**src/rtl/loader_pkg.sv**
```systemverilog
// Shared constants and state encoding for the JTAG memory loader.
package loader_pkg;

  localparam int DEPTH = 512;
  localparam int AW    = 9;
  localparam int DW    = 32;
  localparam int CW    = AW + 2;

  typedef enum logic [1:0] {
    IDLE   = 2'd0,
    LOAD_D = 2'd1,
    LOAD_I = 2'd2,
    DONE   = 2'd3
  } state_e;

endpackage

```
**src/rtl/jtag_mem_loader_if.sv**
```systemverilog
// Data/instruction memory port bundle driven by the loader (master) and served by the memories (slave).
interface jtag_mem_loader_if;
  import loader_pkg::*;

  logic          dmem_we;
  logic [AW-1:0] dmem_addr;
  logic [DW-1:0] dmem_wdata;
  logic [DW-1:0] dmem_rdata;
  logic          imem_we;
  logic [AW-1:0] imem_addr;
  logic [DW-1:0] imem_wdata;
  logic [DW-1:0] imem_rdata;

  modport master (
    output dmem_we, dmem_addr, dmem_wdata,
    input  dmem_rdata,
    output imem_we, imem_addr, imem_wdata,
    input  imem_rdata
  );

  modport slave (
    input  dmem_we, dmem_addr, dmem_wdata,
    output dmem_rdata,
    input  imem_we, imem_addr, imem_wdata,
    output imem_rdata
  );

endinterface

```
**src/rtl/jtag_mem_loader.sv**
```systemverilog
// Serial boot loader: streams data then instruction images, highest address first,
// returns the displaced word and holds the core until both images are in place.
module jtag_mem_loader
  import loader_pkg::*;
(
  input  logic                 clk,
  input  logic                 rst,
  input  logic                 Jen,
  input  logic [DW-1:0]        Jin,
  output logic [DW-1:0]        Jout,
  jtag_mem_loader_if.master    mem,
  output logic                 core_hold,
  output logic                 load_done,
  output logic [AW+1:0]        word_cnt
);

  state_e        r_state;
  state_e        w_state_nxt;
  logic [CW-1:0] r_cnt;
  logic [CW-1:0] w_cnt_nxt;
  logic [DW-1:0] r_jout;
  logic          w_d_we;
  logic          w_i_we;
  logic [AW-1:0] w_d_addr;
  logic [AW-1:0] w_i_addr;

  // Next-state, counter and write-port decode
  always_comb begin
    w_state_nxt = r_state;
    w_cnt_nxt   = r_cnt;
    w_d_we      = 1'b0;
    w_i_we      = 1'b0;
    w_d_addr    = {AW{1'b0}};
    w_i_addr    = {AW{1'b0}};
    case (r_state)
      IDLE: begin
        if (Jen) begin
          w_d_we      = 1'b1;
          w_d_addr    = AW'(DEPTH - 1);
          w_cnt_nxt   = CW'(1);
          w_state_nxt = LOAD_D;
        end else begin
          w_state_nxt = IDLE;
        end
      end
      LOAD_D: begin
        w_d_addr = AW'(DEPTH - 1) - r_cnt[AW-1:0];
        if (Jen) begin
          w_d_we    = 1'b1;
          w_cnt_nxt = r_cnt + CW'(1);
          if (r_cnt == CW'(DEPTH - 1)) begin
            w_state_nxt = LOAD_I;
          end else begin
            w_state_nxt = LOAD_D;
          end
        end else begin
          w_state_nxt = LOAD_D;
        end
      end
      LOAD_I: begin
        // Low address bits of word_cnt already equal word_cnt - DEPTH in this bank
        w_i_addr = AW'(DEPTH - 1) - r_cnt[AW-1:0];
        if (Jen) begin
          w_i_we    = 1'b1;
          w_cnt_nxt = r_cnt + CW'(1);
          if (r_cnt == CW'(2 * DEPTH - 1)) begin
            w_state_nxt = DONE;
          end else begin
            w_state_nxt = LOAD_I;
          end
        end else begin
          w_state_nxt = LOAD_I;
        end
      end
      DONE: begin
        if (Jen) begin
          w_d_we      = 1'b1;
          w_d_addr    = AW'(DEPTH - 1);
          w_cnt_nxt   = CW'(1);
          w_state_nxt = LOAD_D;
        end else begin
          w_state_nxt = DONE;
        end
      end
      default: begin
        w_state_nxt = IDLE;
        w_cnt_nxt   = {CW{1'b0}};
      end
    endcase
  end

  // State, word counter and readback register
  always_ff @(posedge clk) begin
    if (rst) begin
      r_state <= IDLE;
      r_cnt   <= {CW{1'b0}};
      r_jout  <= {DW{1'b0}};
    end else begin
      r_state <= w_state_nxt;
      r_cnt   <= w_cnt_nxt;
      if (Jen) begin
        r_jout <= w_d_we ? mem.dmem_rdata : mem.imem_rdata;
      end else begin
        r_jout <= r_jout;
      end
    end
  end

  // Reset overrides any write requested in the same cycle
  assign mem.dmem_we    = w_d_we & ~rst;
  assign mem.imem_we    = w_i_we & ~rst;
  assign mem.dmem_addr  = w_d_addr;
  assign mem.imem_addr  = w_i_addr;
  assign mem.dmem_wdata = Jin;
  assign mem.imem_wdata = Jin;

  assign Jout      = r_jout;
  assign word_cnt  = r_cnt;
  assign load_done = (r_state == DONE);
  assign core_hold = (r_state != DONE);

endmodule

```
**src/flat_wrapper.sv**
```systemverilog
// flat-port wrapper written by rule: the top's interface ports become plain ports
module jtag_mem_loader_flat import loader_pkg::*;
  (clk, rst, Jen, Jin, Jout, core_hold, load_done, word_cnt, mem_dmem_we, mem_dmem_addr, mem_dmem_wdata, mem_dmem_rdata, mem_imem_we, mem_imem_addr, mem_imem_wdata, mem_imem_rdata);
  jtag_mem_loader_if mem_i ();
  input  logic clk;
  input  logic rst;
  input  logic Jen;
  input  logic [DW-1:0] Jin;
  output logic [DW-1:0] Jout;
  output logic core_hold;
  output logic load_done;
  output logic [AW+1:0] word_cnt;
  output wire logic [$bits(mem_i.dmem_we)-1:0] mem_dmem_we;
  output wire logic [$bits(mem_i.dmem_addr)-1:0] mem_dmem_addr;
  output wire logic [$bits(mem_i.dmem_wdata)-1:0] mem_dmem_wdata;
  input wire logic [$bits(mem_i.dmem_rdata)-1:0] mem_dmem_rdata;
  output wire logic [$bits(mem_i.imem_we)-1:0] mem_imem_we;
  output wire logic [$bits(mem_i.imem_addr)-1:0] mem_imem_addr;
  output wire logic [$bits(mem_i.imem_wdata)-1:0] mem_imem_wdata;
  input wire logic [$bits(mem_i.imem_rdata)-1:0] mem_imem_rdata;
  assign mem_dmem_we = mem_i.dmem_we;
  assign mem_dmem_addr = mem_i.dmem_addr;
  assign mem_dmem_wdata = mem_i.dmem_wdata;
  assign mem_i.dmem_rdata = mem_dmem_rdata;
  assign mem_imem_we = mem_i.imem_we;
  assign mem_imem_addr = mem_i.imem_addr;
  assign mem_imem_wdata = mem_i.imem_wdata;
  assign mem_i.imem_rdata = mem_imem_rdata;
  jtag_mem_loader u_core (.clk(clk), .rst(rst), .Jen(Jen), .Jin(Jin), .Jout(Jout), .mem(mem_i), .core_hold(core_hold), .load_done(load_done), .word_cnt(word_cnt));
endmodule
```
**config.mk**
```make
export PLATFORM = sky130hd
export DESIGN_NAME = jtag_mem_loader_flat
export DESIGN_NICKNAME = d
export VERILOG_FILES = /design/src/rtl/loader_pkg.sv /design/src/rtl/jtag_mem_loader_if.sv /design/src/rtl/jtag_mem_loader.sv /design/src/flat_wrapper.sv
export SDC_FILE = /design/constraint.sdc
export NUM_CORES = 1
export LEC_CHECK = 0
export ABC_CLOCK_PERIOD_IN_PS = 3320
export BUFFER_PORTS_ARGS = -buffer_cell sky130_fd_sc_hd__buf_4
export CORE_AREA = 2 2 89 91
export DETAILED_ROUTE_END_ITERATION = 10
export DIE_AREA = 0 0 91 93
export PLACE_DENSITY = 0.78
export SYNTH_ARGS = -nofsm -noshare
export SYNTH_HDL_FRONTEND = slang
export SYNTH_SLANG_ARGS = --single-unit
```
**constraint.sdc**
```tcl
create_clock -name clk -period 3.32 [get_ports clk]
set_input_delay 0.498 -clock clk [delete_from_list [all_inputs] [get_ports clk]]
set_output_delay 0.498 -clock clk [all_outputs]
set_load 0.05 [all_outputs]
```
Yosys cells after proc, flatten, opt, wreduce, memory -nomap -nowiden --
Cells that the tools add are included.
Cells by class: divide/modulo/power cells 0, multiplexer cells 17, add/sub/neg operators 2, order comparisons 0, multiply operators 0, shift-type cells 0, bitwise gates (word level) 3, reduce and logical (&&, ||, !) cells 5, equality and inequality tests 8
Operators by type and width (count):
- 32-bit 2-to-1 mux | 1
- 11-bit 2-to-1 mux | 2
- 11-bit one-hot mux with 2 select lines | 1
- 9-bit 2-to-1 mux | 2
- 9-bit one-hot mux with 2 select lines | 1
- 11-bit by 1-bit adder with 11-bit output (second input constant) | 1
- 11-bit by 10-bit equality test with 1-bit output (second input constant) | 1
- 11-bit by 9-bit equality test with 1-bit output (second input constant) | 1
- 9-bit subtractor (first input constant) | 1
- 2-bit one-hot mux with 4 select lines | 1
- 1-bit 2-to-1 mux | 6
- 2-bit 2-to-1 mux | 3
- 2-bit equality test (second input constant) | 2
- 2-bit by 1-bit inequality test with 1-bit output (second input constant) | 2
- 2-bit OR reduction | 2
- 3-bit OR reduction | 1
- 1-bit AND | 2
- 2-bit by 1-bit equality test with 1-bit output (second input constant) | 1
- 2-bit logical NOT | 1
- 2-bit inequality test (second input constant) | 1
- 2-bit AND reduction | 1
- 1-bit inverter | 1
Word-level totals: memory bits (writable) 0, memories 0, latch bits 0, bits in read-only memories 0, input bits 99, flip-flop bits (word level) 45

Depth between registers and ports, before layout --
Gate-level depths: netlist of the first run.
word-level depth 4, depth in mapped cells 7

Worst setup path before layout of the first run --
OpenSTA, ideal clock, no wires.
path type register -> output, from reg u_core.r_state[0], to out mem_dmem_we, path buffers 3, required time 2.822 ns, stages on the path, launching flop included 7, data arrival time 2.226 ns, path slack 0.596 ns, cell sequence dfxtp_1 > inv_1 > ha_1 > buf_2 > buf_4 > buf_1 > nor3_1
Between the ends: word-level cells in the longest chain between the ends 4, elaborated cells on any way between the ends 6, classes of those cells eq/ne: 2; mux: 1; bitwise: 1; reduce/logical: 2
Ends and longest elaborated chain:
- start, declared | RTL line jtag_mem_loader.sv:17 | state_e r_state;
- start signal, assigned | RTL line jtag_mem_loader.sv:99 | r_state <= w_state_nxt;
- 2-bit equality test (tied with other cells) | RTL line jtag_mem_loader.sv:35 | case (r_state)
- 3-bit OR reduction (no line) (*)
- 1-bit 2-to-1 mux (*)
- 1-bit AND (*) | RTL line jtag_mem_loader.sv:110 | assign mem.dmem_we = w_d_we & ~rst;
- end, declared | RTL line flat_wrapper.sv:13 | output wire logic [$bits(mem_i.dmem_we)-1:0] mem_dmem_we;
Every way passes the cells marked *; elsewhere a longest branch is shown, timed or not.

Worst setup path in the final report of the first run --
from reg u_core.r_state[0], to out mem_imem_we
Between the ends: word-level cells in the longest chain between the ends 3
Ends and longest elaborated chain:
- 2-bit equality test | RTL line jtag_mem_loader.sv:35
- 1-bit 2-to-1 mux | RTL line jtag_mem_loader.sv:35
- 1-bit AND | RTL line jtag_mem_loader.sv:111 | assign mem.imem_we = w_i_we & ~rst;
- end, declared | RTL line flat_wrapper.sv:17 | output wire logic [$bits(mem_i.imem_we)-1:0] mem_imem_we;
No other way between the ends.

==> results of run 1 <==
## synth_stat cells
| library cell | n | area (um^2) |
|---|---|---|
| buf_4 | 70 | 526 |
| dfxtp_1 | 45 | 901 |
| nor2_1 | 43 | 161 |
| a211oi_1 | 33 | 248 |
| mux2i_1 | 33 | 330 |
| a21oi_1 | 11 | 55.1 |
| nand2b_1 | 11 | 68.8 |
| clkbuf_1 | 10 | 37.5 |
| nor2b_1 | 6 | 37.5 |
| ha_1 | 5 | 62.6 |
| inv_1 | 5 | 18.8 |
| nand3_1 | 5 | 25.0 |
| xor2_1 | 5 | 43.8 |
| and2b_1 | 4 | 30.0 |
| and4_1 | 3 | 26.3 |
| buf_1 | 3 | 11.3 |
| buf_2 | 3 | 15.0 |
| nand4_1 | 3 | 18.8 |
| xnor2_1 | 3 | 26.3 |
| o21ai_0 | 2 | 10.0 |
| a21o_1 | 1 | 7.51 |
| a221oi_2 | 1 | 15.0 |
| a41oi_1 | 1 | 8.76 |
| and3_1 | 1 | 6.26 |
| clkbuf_2 | 1 | 5.00 |
| nand2_1 | 1 | 3.75 |
| nand4_2 | 1 | 12.5 |
| nor3_1 | 1 | 5.00 |
| nor3b_1 | 1 | 7.51 |
| nor4b_2 | 1 | 15.0 |
| or3_2 | 1 | 7.51 |
## per-stage QoR
stage                     setup slack [ns]  utilization, %  total power, uW  instance area (um^2)  instances
after floorplan                      0.596               -             1040                  2750        314
after global placement                1.17            43.6              968                  3280        462
after detailed placement              1.09            43.6              974                  3280        462
after CTS                            0.764            44.8             1330                  3370        469
after global routing                 0.670            44.8             1370                  3370        469
final                                0.831            44.8             1310                  3370        469
## layer usage
| metal | track usage (%) | wire length (um) | up-vias | share of wire [%] |
|---|---|---|---|---|
| met5 | 0 | 0 | - | 0 |
| met4 | 6.69 | 213 | 0 | 3.1 |
| met3 | 5.32 | 593 | 35 | 8.8 |
| met2 | 27.5 | 3430 | 104 | 51 |
| met1 | 15.0 | 2530 | 1001 | 37 |
| li1 | - | - | 1112 | - |
## layout by cell type, fill, tap and decap left out, drive strengths merged, types with 2 or more instances in the layout
cell type and count:
xor2 5, nand4 4, nand2b 11, a21oi 11, mux2i 33, and2b 4, ha 5, xnor2 3
and4 3, buf 133, inv 5, nor2b 6, a211oi 33, clkbuf 6, nand3 5, nor2 43
dfxtp 45, o21ai 2
## worst paths after layout
check	start	endpoint	cells past startpoint
worst max-delay path	u_core.r_state[0]	mem_imem_we	4
worst max register to register	u_core.r_state[0]	u_core.Jout[28]	5
worst min-delay path	u_core.Jout[26]	u_core.Jout[26]	2
worst min register to register	u_core.Jout[26]	u_core.Jout[26]	2
## worst max-delay path, stage by stage (launching register included)
cell and delay (ns):
dfxtp_1 0.33, inv_1 0.09, ha_2 0.75, nor3b_1 0.29
buf_4 0.24
## final cells by class
type,count,area share [%]
Clock buffer,6,2.45
Clock inverter,1,0.223
Inverter,5,0.557
Multi-Input combinational cell,177,36.6
Sequential cell,45,26.7
Tap cell,102,3.79
Timing Repair Buffer,133,29.6
## logic make-up (layout without fill, tap and decap cells)
group | after synthesis | in the layout | synth area share, %
AND/OR/NAND/NOR | 82 | 82 | 15.5
adder cells (fa/ha/maj) | 5 | 5 | 2.28
buffers and inverters | 92 | 145 | 22.3
AO/OA/AOI/OAI | 49 | 49 | 12.5
flip-flops | 45 | 45 | 32.8
XOR/XNOR | 8 | 8 | 2.55
multiplexers | 33 | 33 | 12.0
## registers in the layout, summed over array words and instances (netlist names)
signal / flops
u_core.r_state: 2
u_core.word_cnt: 11
u_core.Jout: 32
## power by group
group          switching [uW]  internal (uW)
Clock                     182            165
Sequential               18.3            569
Combinational             234            137
==> results.txt, run 1 <==
Status = completed
Root Buffer = clkbuf_8
Min-delay worst type = reg -> reg
Clock-pin slew on the worst setup and hold paths = 0.08 ns
Syn_area_per_cell = 8.75 um^2
Cts hold-fix bufs = 0
GPL Wtd Cong = 0.734
Share of layout cells above drive strength 1 = 39.5%
DP HPWL = 5.14 mm
Initial antenna violation count = 0
Vias in the first global route = 2147
Minimum clock period = 2.49 ns
Wire per inst = 14.4 um
Port bufs = 131
Post-synth cell types = 31
Overflow left after global routing = 0
# fillers = 784
Total Routing Usage GR = 14.9%
MaxCap Viol Count = 0
First-pass GRT wire length = 10.2 mm
Reg2reg setup slack = 1.25 ns
Total CTS buffers = 5
Starting Density = 36.5%
Worst EP required = 2.82 ns
Post-CTS Repair Setup Buffers = 0
Period utilisation layout = 75.0%
YS warnings = 0
Syn Inst Count = 314
DIE HEIGHT = 93 um
Die width = 91 um
Mapped Nets = 418
Final hold violations = 0
Sink Count = 45
Seq cells post-synth = 45
Worst vdd ir = 0.179 mV
Worst-margin pin slew = 0.856 ns
Leak Pwr = 0.00145 uW
CTS tree = built
Arrival time at the worst endpoint = 1.99 ns
WS Path Type = reg -> out
Max-slew violations = 0
F_max = 402 MHz
Core area = 0.00753 mm^2
Ant. Diodes = 0
RSZ-0062 raised after global routing = false
CP Max Fanout = 39
Die Area = 0.00846 mm^2
Residual DRC count = 0
Post-DRT Antenna Nets = 0
Endpoint class of the critical path = output pin
Nets = 471
Final wirelength = 6.77 mm
Final setup viols = 0
Cts repair resizes = 0
Initial drt markers = 53
Synthesis-to-layout area growth = 22.7%
Largest net degree at the start of global routing = 66
Clock skew = 0.00952 ns
PwrDens = 387 mW/mm^2
Htree depth = 2
DRT Pass-1 Iters = 4
Register Area = 901 um^2
Vias per cell = 4.80
Clock buffer depth = 2
Via Count = 2252
Post-synthesis sequential area ratio = 32.8%
Post-Syn Area = 0.00275 mm^2
I/O pin count = 228
Rel. slew slack = 42.9%
Multi-input gate area = 0.00123 mm^2
Clk Latency, worst-skew pair = 0.29 ns
Rows = 32
Hold Worst Slack = 0.487 ns
Crit path launch type = flop
Setup Total Neg Slack = 0 ns
No activity file was read; power rests on OpenSTA's default activity.
==> inputs of run 2 (changes only) <==
Settings changed: ABC_AREA from default to 1, ABC_CLOCK_PERIOD_IN_PS 3320 to 2200, CORE_AREA 2 2 89 91 to default, CORE_UTILIZATION from default to 35, DIE_AREA 0 0 91 93 to default.
Clock period 3.32 ns to 2.2 ns, I/O delays scaled along.
==> results.txt, run 2 <==
Top_reg_cell synth = dfxtp_1
Worst EP required = 1.87 ns (-0.95 ns)
Int Pwr = 1390 uW (+59%)
Sink Count = 45 (unchanged)
Cts hold-fix bufs = 0 (unchanged)
MaxCap Viol Count = 0 (unchanged)
Top post-synthesis cells by count = nand2_1, buf_4, nand3_1, dfxtp_1, inv_1
Via Count = 2785 (+24%)
Total Routing Usage GR = 18.0% (+3.2 points)
Worst setup startpoint = u_core.r_state[0]
Overflow left after global routing = 0 (unchanged)
Most frequent cells in the layout = buf_4, nand2_1, nand3_1
Die Area = 0.00823 mm^2 (-2.7%)
Root Buffer = clkbuf_8
Die width = 90.7 um (-0.28%)
CTS tree = built
Status = completed
Post-synthesis sequential area ratio = 32.7% (-0.12 points)
Initial antenna violation count = 0 (unchanged)
Residual DRC count = 0 (unchanged)
Nets = 588 (+25%)
DRT Pass-1 Iters = 5 (+1)
Core area = 0.00745 mm^2 (-1.1%)
Clock power frac = 31.1% (+4.5 points)
Final setup viols = 0 (unchanged)
Number of cells on the worst reg-to-reg path = 9 (+4)
Min-delay worst type = in -> reg
Most common cell after layout, fill and taps aside = buf_4
DP HPWL = 5.74 mm (+12%)
Endpoint class of the critical path = output pin
Rows = 31 (-3.1%)
Clock buffer depth = 2 (unchanged)
Htree depth = 2 (unchanged)
Synthesis-to-layout area growth = 26.1%
Post-synth EDFFs = 0 (unchanged)
Hold Path Depth = 3 (+1)
I/O pin count = 228 (unchanged)
Hold Worst Slack = 0.228 ns (-0.259 ns)
Worst-margin pin slew = 0.455 ns (-0.401 ns)
Wire per inst = 13.0 um (-10%)
Final wirelength = 7.59 mm (+12%)
Largest register FFs = 32 (unchanged)
YS warnings = 0 (unchanged)
Comb pwr share = 25.8% (-2.6 points)
Util after Layout = 46.7% (+1.9 points)
Leak Pwr = 0.00183 uW (+26%)
Syn Inst Count = 420 (+34%)
Seq cells post-synth = 45 (unchanged)
Seq pwr share = 43.1% (-1.9 points)
DIE HEIGHT = 90.7 um (-2.4%)
Switch Pwr = 649 uW (+50%)
Switching share of total power = 31.9% (-1.4 points)
Crit path launch type = flop
Mapped Nets = 524 (+25%)
Final hold violations = 0 (unchanged)
Reg-to-reg startpoint = u_core.r_state[0]
# fillers = 761 (-2.9%)
Area fraction of the dominant cell type after synthesis = 32.7% (-0.12 points)
Minimum clock period = 2.11 ns
Top cells by area, synth = dfxtp_1, nand2_1, buf_4
Vias per cell = 4.77 (-0.68%)
Post-synth cell types = 24 (-23%)
PwrDens = 587 mW/mm^2 (+52%)
Share of layout cells above drive strength 1 = 32.8% (-6.7 points)
Period utilisation layout = 95.7%
Ant. Diodes = 0 (unchanged)
Post-DRT Antenna Nets = 0 (unchanged)
Vias in the first global route = 2591 (+21%)
Rel. slew slack = 69.6% (+27 points)
Total CTS buffers = 5 (unchanged)
Max-slew violations = 0 (unchanged)
F_max = 475 MHz
Starting Density = 37.0% (+0.53 points)
DP Area = 0.00335 mm^2 (+2.3%)
Leading area contributor after synthesis = dfxtp_1
Worst vdd ir = 0.259 mV (+44%)
Arrival time at the worst endpoint = 1.78 ns (-0.21 ns)
Initial drt markers = 120 (+130%)
Port bufs = 131 (unchanged)
Final non-filler cell total = 584 (+25%)
GPL Wtd Cong = 0.834 (+14%)
Largest net degree at the start of global routing = 42 (-36%)
Cells after DPL = 576 (+25%)
WS Path Type = reg -> out
CP Max Fanout = 10 (-74%)
First-pass GRT wire length = 12.1 mm (+19%)
Hold_sp = mem_imem_rdata[23]
Post-Syn Area = 0.00276 mm^2 (+0.36%)
Syn_area_per_cell = 6.56 um^2 (-25%)
Clk Latency, worst-skew pair = 0.30 ns (about the same)
Count leader, synth = nand2_1
Clock skew = 0.0109 ns (+0.00136 ns)
Final instance area = 0.00347 mm^2 (+3.1%)
Clock-pin slew on the worst setup and hold paths = 0.09 ns (about the same)
Ys async rst share = 0% (unchanged)
run 2: power groups by stage:
stage                     Clock, uW  Sequential, uW  Combinational, uW
after floorplan                   0            1010                508
after global placement            0             893                520
after detailed placement          0             895                526
after CTS                       660             877                528
after global routing            689             882                560
final                           635             878                526
run 2: cell type report:
type | count | area [um^2] | area share [%]
well taps | 99 | 124 | 3.57
inverters | 40 | 150 | 4.32
repair buffers | 137 | 1030 | 29.6
clock inverters | 2 | 38.8 | 1.12
flip-flops and latches | 45 | 901 | 25.9
clock buffers | 6 | 72.6 | 2.09
multi-input cells | 255 | 1160 | 33.4
run 2: critical path, stage by stage, from the launching register on:
cell and delay, ns:
dfxtp_1 0.38, inv_1 0.08, ha_1 0.32, or2_4 0.32
a21oi_1 0.16, buf_4 0.22
run 2: repair_timing:
item / CTS / global route
setup endpoints to repair: 1 / 11
hold endpoints to repair: 0 / 0
pin swaps: 0 / 0
gates resized for setup: 1 / 2
buffers inserted: 0 / 0
run 2: kinds of logic (layout without fill, tap and decap cells):
group                      Yosys count  in the layout  share of synthesized area, %
xor gates and xnor gates             1              1                         0.318
adders and majority gates            5              5                          2.27
buffers and inverters              120            185                          25.6
DFF                                 45             45                          32.7
and+or+nand+nor                    226            226                          34.4
AOI/OAI and AO/OA                   23             23                          4.81
run 2: final timing paths:
kind	end	slack, ns
worst max-delay path	mem_dmem_addr[3]	0.09
worst min-delay path	u_core.Jout[23]	0.23
worst max register to register	u_core.Jout[30]	0.62
worst min register to register	u_core.Jout[11]	0.49
run 2: metrics by stage:
stage / setup TNS [ns] / setup slack, ns / total power (uW)
CTS: 0 / 0.0164 / 2070
finish: 0 / 0.0938 / 2040
detailed placement: 0 / 0.295 / 1420
global route: -0.00221 / -0.00221 / 2130
floorplan: 0 / 0.0348 / 1520
global placement: 0 / 0.338 / 1410
run 2: layer usage:
metal	track usage, %	share of wire (%)	vias up
met4	5.38	1.4	0
li1	-	-	1363
met5	0	0	-
met3	5.39	9.6	21
met2	32.6	51	165
met1	20.2	38	1236
